--- src/rtl/stopwatch_ctrl.sv ---
// Stopwatch run/stop/lap/clear controller: button conditioning, control FSM,
// deci-second tick prescaler, chain clear and lap-snapshot display select.
module stopwatch_ctrl #(
    parameter int unsigned TICK_DIV = 1_000_000,
    parameter int unsigned DEB_DIV  = 1_048_576,
    parameter int unsigned DEB_LEN  = 5
) (
    input  logic        clk0,
    input  logic        reset_sw,
    input  logic        start_sw,
    input  logic        lap_sw,
    input  logic [15:0] cnt_bcd,
    input  logic        ovf,
    output logic        tick,
    output logic        clr,
    output logic [15:0] disp_bcd,
    output logic [1:0]  state,
    output logic        ovf_flag
);

    localparam logic [1:0] ST_IDLE = 2'b00;
    localparam logic [1:0] ST_RUN  = 2'b01;
    localparam logic [1:0] ST_LAP  = 2'b10;
    localparam logic [1:0] ST_STOP = 2'b11;

    localparam logic [19:0] TICK_LAST = 20'(TICK_DIV - 1);
    localparam logic [20:0] DEB_LAST  = 21'(DEB_DIV - 1);

    // Index 0 is the start button, index 1 the lap button.
    logic [1:0]         w_raw;
    logic [1:0]         r_sync1;
    logic [1:0]         r_sync2;
    logic [DEB_LEN-1:0] r_sh [2];
    logic [1:0]         r_db;
    logic [1:0]         r_db_d;
    logic [20:0]        r_deb_cnt;
    logic               w_deb_stb;
    logic [1:0]         w_press;
    logic               w_p_start;
    logic               w_p_lap;

    logic [1:0]  r_state;
    logic [1:0]  w_state_nx;
    logic        r_clr;
    logic        w_clr_nx;
    logic        w_snap_ld;
    logic        w_flag_set;
    logic        w_flag_clr;
    logic        r_ovf_flag;
    logic [15:0] r_snap;
    logic [19:0] r_pre;
    logic        w_count_en;
    logic        w_tick;

    assign w_raw     = {lap_sw, start_sw};
    assign w_deb_stb = (r_deb_cnt == '0);

    // Level only changes on a full run of equal samples; mixed windows hold it.
    always_ff @(posedge clk0) begin
        if (reset_sw) begin
            r_sync1   <= '0;
            r_sync2   <= '0;
            r_sh[0]   <= '0;
            r_sh[1]   <= '0;
            r_db      <= '0;
            r_db_d    <= '0;
            r_deb_cnt <= '0;
        end else begin
            r_sync1   <= w_raw;
            r_sync2   <= r_sync1;
            r_db_d    <= r_db;
            r_deb_cnt <= (r_deb_cnt == DEB_LAST) ? '0 : r_deb_cnt + 21'd1;
            for (int unsigned b = 0; b < 2; b++) begin
                if (w_deb_stb) begin
                    r_sh[b] <= {r_sh[b][DEB_LEN-2:0], r_sync2[b]};
                end
                if (&r_sh[b]) begin
                    r_db[b] <= 1'b1;
                end else if (~|r_sh[b]) begin
                    r_db[b] <= 1'b0;
                end
            end
        end
    end

    assign w_press   = r_db & ~r_db_d;
    assign w_p_start = w_press[0];
    assign w_p_lap   = w_press[1];

    always_comb begin
        w_state_nx = r_state;
        w_clr_nx   = 1'b0;
        w_snap_ld  = 1'b0;
        w_flag_set = 1'b0;
        w_flag_clr = 1'b0;
        case (r_state)
            ST_IDLE: begin
                if (w_p_start) begin
                    w_state_nx = ST_RUN;
                end else if (w_p_lap) begin
                    w_clr_nx = 1'b1;
                end
            end
            ST_RUN: begin
                if (ovf) begin
                    w_state_nx = ST_STOP;
                    w_flag_set = 1'b1;
                end else if (w_p_start) begin
                    w_state_nx = ST_STOP;
                end else if (w_p_lap) begin
                    w_state_nx = ST_LAP;
                    w_snap_ld  = 1'b1;
                end
            end
            ST_LAP: begin
                if (ovf) begin
                    w_state_nx = ST_STOP;
                    w_flag_set = 1'b1;
                end else if (w_p_start) begin
                    w_state_nx = ST_STOP;
                end else if (w_p_lap) begin
                    w_state_nx = ST_RUN;
                end
            end
            ST_STOP: begin
                if (w_p_start) begin
                    w_state_nx = ST_RUN;
                end else if (w_p_lap) begin
                    w_state_nx = ST_IDLE;
                    w_clr_nx   = 1'b1;
                    w_flag_clr = 1'b1;
                end
            end
            default: w_state_nx = ST_IDLE;
        endcase
    end

    assign w_count_en = (r_state == ST_RUN) || (r_state == ST_LAP);
    assign w_tick     = w_count_en && (r_pre == TICK_LAST);

    // Prescaler zeroes on the edge clr rises and holds in STOP to keep the fraction.
    always_ff @(posedge clk0) begin
        if (reset_sw) begin
            r_state    <= ST_IDLE;
            r_clr      <= 1'b0;
            r_ovf_flag <= 1'b0;
            r_snap     <= '0;
            r_pre      <= '0;
        end else begin
            r_state <= w_state_nx;
            r_clr   <= w_clr_nx;
            if (w_flag_set) begin
                r_ovf_flag <= 1'b1;
            end else if (w_flag_clr) begin
                r_ovf_flag <= 1'b0;
            end
            if (w_snap_ld) begin
                r_snap <= cnt_bcd;
            end
            if (w_clr_nx) begin
                r_pre <= '0;
            end else if (w_count_en) begin
                r_pre <= w_tick ? '0 : r_pre + 20'd1;
            end
        end
    end

    assign tick     = w_tick;
    assign clr      = r_clr;
    assign state    = r_state;
    assign ovf_flag = r_ovf_flag;
    assign disp_bcd = (r_state == ST_LAP) ? r_snap : cnt_bcd;

endmodule

--- config.mk ---
export PLATFORM = sky130hd
export DESIGN_NAME = stopwatch_ctrl
export DESIGN_NICKNAME = d
export VERILOG_FILES = /design/src/rtl/stopwatch_ctrl.sv
export SDC_FILE = /design/constraint.sdc
export NUM_CORES = 1
export LEC_CHECK = 0
export ABC_CLOCK_PERIOD_IN_PS = 3040
export CORE_MARGIN = 8
export CORE_UTILIZATION = 58
export CTS_BUF_LIST = sky130_fd_sc_hd__clkbuf_8
export CTS_CLUSTER_DIAMETER = 50
export DETAILED_ROUTE_END_ITERATION = 6
export GPL_TIMING_DRIVEN = 0
export PLACE_DENSITY = 0.81
export SLEW_MARGIN = 20
export SYNTH_ARGS = -nofsm -noshare
export SYNTH_HDL_FRONTEND = slang
export SYNTH_SLANG_ARGS = --single-unit
--- constraint.sdc ---
create_clock -name clk0 -period 3.04 [get_ports clk0]
set_input_delay 0.76 -clock clk0 [delete_from_list [all_inputs] [get_ports clk0]]
set_output_delay 0.76 -clock clk0 [all_outputs]
set_load 0.005 [all_outputs]
== Word level (Yosys, flattened, before mapping) ==
Memory sizes are Yosys's and may differ from the RTL's.
Cells that the tools add are included.
Storage, ports and cells
  word-level logic and storage cells: 76
  memory bits (writable): 10
  memories: 1
  flip-flop bits (word level): 69
  output and inout bits: 21
  input port bits: 21
Memory list
  r_sh: depth 2, width 5, read ports 2, clocked after Yosys merged registers in 0, wr ports 2, line 33  | logic [DEB_LEN-1:0] r_sh [2];
Cells by class
  bitwise operators: 4
  multiplexer cells: 33
  equality and inequality tests: 11
  $add $sub $neg: 2
  reduce and logical (&&, ||, !) cells: 14
Operator list (number)
  $add A21 B1 Y21 const B: 1
  $eq A21 B20 Y1 const B: 1
  $logic_not A21 Y1: 1
  $add A20 B1 Y20 const B: 1
  $eq A20 B20 Y1 const B: 1
  $mux W20: 1
  $mux W1: 19
  $mux W2: 9
  $mux W16: 1
  $mux W5: 2
  $reduce_and A5 Y1: 2
  $reduce_or A5 Y1: 2
  $ne A4 B4 Y1 const B: 2
  $pmux W2 S4: 1
  $reduce_or A2 Y1: 4
  $ne A2 B2 Y1 const B: 3
  $eq A2 B2 Y1 const B: 2
  $reduce_and A4 Y1: 1
  $ne A3 B3 Y1 const B: 1
  $and A2 B2 Y2: 1
  $eq A2 B1 Y1 const B: 1
  $logic_not A2 Y1: 1
  $not A2 Y2: 1
  $or A1 B1 Y1: 2
  other kinds (3): 3

== Logic depth before layout (Yosys ltp) ==
Gate-level depths: netlist of run 1.
  depth after elaboration: 7
  mapped depth: 8
  mapped depth without buffers: 6

== Least setup slack after synthesis of run 1 ==
Ideal clock, no wire load.
  kind: register to output
  start point: register r_state[0], in the netlist state[0]
  end point: output port disp_bcd[10]
  cell stages (with the launch flop): 6
  arrival: 1.645 ns
  setup slack: 0.635 ns
  data required time: 2.280 ns
  cell sequence: dfxtp_1 -> inv_1 -> ha_1 -> clkbuf_1 -> clkbuf_1 -> mux2_2
On the way
  cells in the longest elaborated chain, start to end: 2
Ends and longest elaborated chain
  start, declared: line 42  | logic [1:0] r_state;
  start signal, assigned: line 150  | r_state <= w_state_nx;
  $eq A2 B2 Y1: line 172  | assign disp_bcd = (r_state == ST_LAP) ? r_snap : cnt_bcd;
  $mux W16: line 172
  end, declared: line 16  | output logic [15:0] disp_bcd,
No other way between the ends.

== Final worst setup path of run 1 ==
  start point: register r_state[0], in the netlist state[0]
  end point: output port disp_bcd[9]
The elaborated chain is that of the path after synthesis.

==> results.cfg, run 1 <==
[cells_and_area]
finish.utilization = 0.703
final_area_um2 = 4360
drive_above_1_share = 0.122
syn_to_final_growth_pct = 20.1
diodes = 0
nFillCells = 491
fin_nets = 460
stdcell_count = 513

[synthesis]
synth_ff_type = dfxtp_1
ys_seq_elements = 79
avgSynthCellArea_um2 = 9.58
yosys_warnings = 0
synthesis.nets = 408
synthArstFlopShare = 0
synth_seq_area_share = 0.463
ys_types = 43
syn-cell-area_um2 = 3630
synth_edf_count = 10
syn_inst = 379

[route]
vias = 2887
avgRoutedWirePerCell_um = 14.8
first_pass_iters = 4
vias_per_cell = 5.63
ant_nets = 0
wirelength_mm = 7.58
drtIter0Drc = 173
drc = 0

[sta]
fin_hold_ws_ns = 0.444
fin_crit_sh = 0.971
hold_viol_final = 0
final_max_slew_viol_count = 0
min_period_ns = 2.95
worst_pin_slew_ns = 0.861
max-slew-margin-rel = 0.420
max_clock_freq_ghz = 0.339
rsz0062_at_grt = no
setup_viol_count_final = 0
final.setup_skew_ns = 0.0135

[worst_setup_path]
critPathKind = reg -> out
worst_setup_path_end_kind = output pin
cp-start-kind = flip-flop
arrival_ns = 2.19
crit_fanout = 10
cp_data_required_time_ns = 2.28

[grt]
grt_usage = 0.177
grt_overflow = 0
grt_pass1_vias = 2771
grt_max_degree = 17
antenna_found_initial = 0
grt_pass1_wl_mm = 12.9

[power_and_ir_drop]
vdd_ir_drop_max_uv = 488
power_leakage_nw = 1.48
powerDensity_nw_per_um2 = 508

[cts]
htreeDepth = 3
cts_buffers = 9
clk-insertion-delay-late_ns = 0.35
cts_tree = yes
root_buffer = clkbuf_8
clk_pin_slew_ns = 0.10
clk_path_buf_depth = 2
cts.sinks = 79

[place]
placed_cells = 497
place_congestion = 0.844
place_hpwl_mm = 5.53
placed_area_um2 = 4140
io_buffers = 41

[job]
max-cap-violations = 0

[floorplan]
die_width_um = 95.1
ios = 42
die-area_um2 = 9050
initial_utilization = 0.585
rows = 29
die_h_um = 95.1
core_um2 = 6200

[outcome]
status = complete, no violations

[hold_path]
hp-class = reg -> reg
==> timing repair <==
item                                    4_1_cts  5_1_grt
endpoints found under the hold margin         0        0
hold buffers                                  0        0
endpoints found under the setup margin       17        0
resized for setup                            10        0
buffers inserted                              1        0
==> layout make-up <==
class	count	area (um2)	area share
Buffer	15	70.1	0.0161
Inverter	13	48.8	0.0112
Timing Repair Buffer	42	417	0.0955
Clock buffer	9	124	0.0284
Clock inverter	7	65.1	0.0149
Tap cell	77	96.3	0.0221
Sequential cell	79	1680	0.386
Multi-Input combinational cell	271	1860	0.426
==> metal layers <==
metal	up-vias	share of wire	track usage	routed length, um
met3	12	0.054	0.0472	409
met4	0	0.013	0.0494	95
met5	-	0	0	0
met1	1361	0.44	0.214	3360
li1	1457	-	-	-
met2	57	0.49	0.301	3710
==> synth_stat cells, types with 12 or more instances <==
master,count,area (um2)
mux2_2,17,191
a21oi_1,15,75.1
dfxtp_1,69,1380
nand4_1,12,75.1
mux2i_1,16,160
nor4_1,15,93.8
inv_1,13,48.8
xnor2_1,16,140
nand2_1,17,63.8
nand3_1,12,60.1
nor2_1,50,188
==> path summary, 6_finish.rpt <==
path                            slack (ns)  depth (start not counted)       start     endpoint
worst max-delay path                  0.09                          5    state[0]  disp_bcd[9]
worst min register to register        0.44                          1  r_sync1[0]   r_sync2[0]
worst max register to register        0.58                          9    state[0]     r_pre[6]
worst min-delay path                  0.44                          1  r_sync1[0]   r_sync2[0]
==> logic make-up after synthesis <==
logic type      Yosys count  share of synthesized area
simple gates            164                      0.242
flops                    79                      0.463
compound gates           41                     0.0782
mux                      33                     0.0968
buf+inv                  29                     0.0320
xor+xnor                 25                     0.0603
fa+ha+maj                 8                     0.0276
==> critical path: stages (launching register included) <==
cell	delay (ns)
dfxtp_2	0.35
inv_1	0.18
ha_4	0.25
clkbuf_4	0.25
mux2_2	0.35
clkdlybuf4s50_1	0.47
==> registers in the layout, summed over array words and instances (netlist names) <==
| register | cells |
|---|---|
| r_sync1 | 2 |
| r_db_d | 2 |
| r_sh | 10 |
| clr | 1 |
| r_pre | 20 |
| r_deb_cnt | 21 |
| r_snap | 16 |
| state | 2 |
| r_db | 2 |
| r_sync2 | 2 |
| ovf_flag | 1 |
==> layout by cell type, fill, tap and decap left out, types with 3 or more instances in the layout <==
master,instances
dfxtp_1,67
nor2_1,50
clkdlybuf4s50_1,40
mux2_2,17
nand2_1,17
xnor2_1,16
mux2i_1,16
nor4_1,15
a21oi_1,15
inv_1,13
nand4_1,12
nand3_1,12
and2_1,10
edfxtp_1,10
nor2b_1,9
xor2_1,9
nor3_1,9
clkbuf_8,9
clkbuf_1,8
or3_1,7
ha_1,7
or4_1,6
o21ai_0,6
buf_2,5
and3_1,3
o311ai_0,3
nand3b_1,3
clkinv_4,3
==> metrics by stage <==
stage          worst slack [ns]  setup TNS, ns  power [mW]
5_1_grt                 0.00174              0        2.32
6_report                 0.0880              0        2.22
2_1_floorplan             0.635              0        1.34
4_1_cts                  0.0771              0        2.23
3_5_place_dp             -0.117          -1.13        1.48
3_3_place_gp            -0.0791         -0.778        1.47
==> where the power goes <==
group          switching [mW]  leakage (nW)  internal, mW
clock network           0.432        0.0938         0.315
logic                   0.158         0.717         0.168
registers              0.0405         0.667          1.11
total                   0.630          1.48          1.59
Note: power is estimated with default switching activity, not from simulation.
==> inputs of run 2 (changes only) <==
ABC_CLOCK_PERIOD_IN_PS = 3300   (was 3040)
CORE_UTILIZATION = 56   (was 58)
CTS_BUF_LIST = sky130_fd_sc_hd__clkbuf_16   (was sky130_fd_sc_hd__clkbuf_8)
PLACE_DENSITY = 0.79   (was 0.81)
TNS_END_PERCENT = 1   (was default)
clock period = 3.3 ns   (was 3.04 ns; I/O delays follow)
==> run 2 against run 1 <==
  * Via count increased by 1.6%
  * Register-to-register slack improved by 0.34 ns
  * Critical endpoint is now tick
  * Worst hold slack got worse by 0.0047 ns
  * Worst setup slack improved by 0.015 ns
  * Combinational power decreased by 11%
  * Flip-flop and latch count unchanged
  * Critical path depth increased by 2
  * Clock power increased by 35%
  * Non-clock buffer count stayed put
==> results.cfg, run 2 (same netlist as run 1, synthesis figures left out) <==
[grt]
grt_overflow = 0
grt_pass1_wl_mm = 12.9
grt_pass1_vias = 2858
antenna_found_initial = 0
grt_usage = 0.173
grt_max_degree = 16

[worst_setup_path]
critPathTopFamily = buffers and inverters
path_buf_inv = 3
worst_setup_path_end_kind = output pin
arrival_ns = 2.37
worstPathCellList = inv_1 -> ha_1 -> clkbuf_4 -> and3_4 -> nand4_1 -> nor3_2 -> clkdlybuf4s50_1
crit_path_max_incr_delay_ns = 0.54
cp-start-kind = flip-flop
critPathKind = reg -> out
slowest_stage = clkdlybuf4s50_1
cp_data_required_time_ns = 2.47
crit_fanout = 10

[cells_and_area]
nFillCells = 471
diodes = 0
top_register = r_deb_cnt
drive_above_1_share = 0.122
seq_area_um2 = 1680
layout_common_cells = 67 x dfxtp_1, 50 x nor2_1, 41 x clkdlybuf4s50_1
final_area_um2 = 4470
largestRegisters = r_deb_cnt x21, r_pre x20, r_snap x16
syn_to_final_growth_pct = 22.9
finish.utilization = 0.707
fin_nets = 460
final_common_cell = dfxtp_1
largest_register_ffs = 21
multi_input_area_um2 = 1850

[sta]
hold_viol_final = 0
worst_pin_slew_ns = 0.897
max-slew-margin-rel = 0.396
fin_ws_ns = 0.103
min_period_ns = 3.20
tns_ns = 0
final_max_slew_viol_count = 0
max_clock_freq_ghz = 0.313
setup_viol_count_final = 0
final.setup_skew_ns = 0.00495
rsz0062_at_grt = no
fin_crit_sh = 0.969

[hold_path]
hp-class = reg -> reg

[outcome]
status = complete, no violations

[place]
place_congestion = 0.786
place_ws_ns = 0.0689
io_buffers = 41
placed_area_um2 = 4140
place_hpwl_mm = 5.32

[route]
vias = 2933
first_pass_iters = 4
ant_nets = 0
avgRoutedWirePerCell_um = 14.9
drc = 0
drtIter0Drc = 102
wirelength_mm = 7.65
vias_per_cell = 5.72

[power_and_ir_drop]
sequentialPowerShare = 0.448
clkPwrFrac = 0.430
vdd_ir_drop_max_uv = 353
power_leakage_nw = 1.52
switching_share = 0.251
p_comb_frac = 0.123
internal-power_mw = 1.77
p_switching_mw = 0.592
powerDensity_nw_per_um2 = 528

[job]
max-cap-violations = 0

[floorplan]
initial_utilization = 0.575
rows = 29
die_h_um = 96.5
die-area_um2 = 9320
core_um2 = 6310
die_width_um = 96.5
ios = 42

[cts]
clk_pin_slew_ns = 0.06
ctsHoldBuffers = 0
cts_buffers = 9
cts_tree = yes
clk_path_buf_depth = 2
cts.sinks = 79
root_buffer = clkbuf_16
htreeDepth = 3
clk-insertion-delay-late_ns = 0.34
run 2: what timing repair did:
item,4_1_cts,5_1_grt
resized for setup,3,4
setup endpoints to repair,11,11
pin swaps,1,0
setup buffers,1,0
hold endpoints to repair,0,0
run 2: metrics by stage:
step,power (mW),cells,hold WS (ns)
final,2.36,513,0.439
after global routing,2.44,513,0.452
after CTS,2.36,513,0.445
after detailed placement,1.36,497,0.429
after global placement,1.35,497,0.421
after floorplan,1.23,379,0.414
run 2: metal layers:
| metal | routed length [um] | GRT usage |
|---|---|---|
| met1 | 3370 | 0.204 |
| met2 | 3710 | 0.290 |
| met3 | 489 | 0.0410 |
| met4 | 84 | 0.0794 |
| met5 | 0 | 0 |
run 2: power by group through the flow:
stage / clock (mW) / combinational (mW) / sequential (mW)
finish: 1.01 / 0.289 / 1.06
CTS: 1.02 / 0.285 / 1.05
global route: 1.06 / 0.322 / 1.06
detailed placement: 0 / 0.284 / 1.07
global placement: 0 / 0.277 / 1.07
floorplan: 0 / 0.167 / 1.07
run 2: worst paths after layout:
kind / to / startpoint / slack (ns) / depth (start not counted)
worst max-delay path: tick / state[0] / 0.10 / 7
worst max register to register: r_pre[12] / state[0] / 0.92 / 9
worst min register to register: r_sync2[0] / r_sync1[0] / 0.44 / 1
worst min-delay path: r_sync2[0] / r_sync1[0] / 0.44 / 1
run 2: area by class of cell:
type	count	share of cell area
buffer	15	0.0151
clock buffer	9	0.0504
clock inverter	7	0.0177
inverter	13	0.0109
multi-input combinational	271	0.414
sequential	79	0.377
tap	77	0.0216
timing repair buffer	42	0.0936
run 2: worst register-to-register path, cell delays in order (launching register included):
cell      delay (ns)
dfxtp_2         0.35
inv_1           0.10
ha_1            0.30
clkbuf_4        0.19
and3_4          0.21
nand4_1         0.13
buf_4           0.19
o31ai_4         0.43
buf_2           0.31
nor2_1          0.08
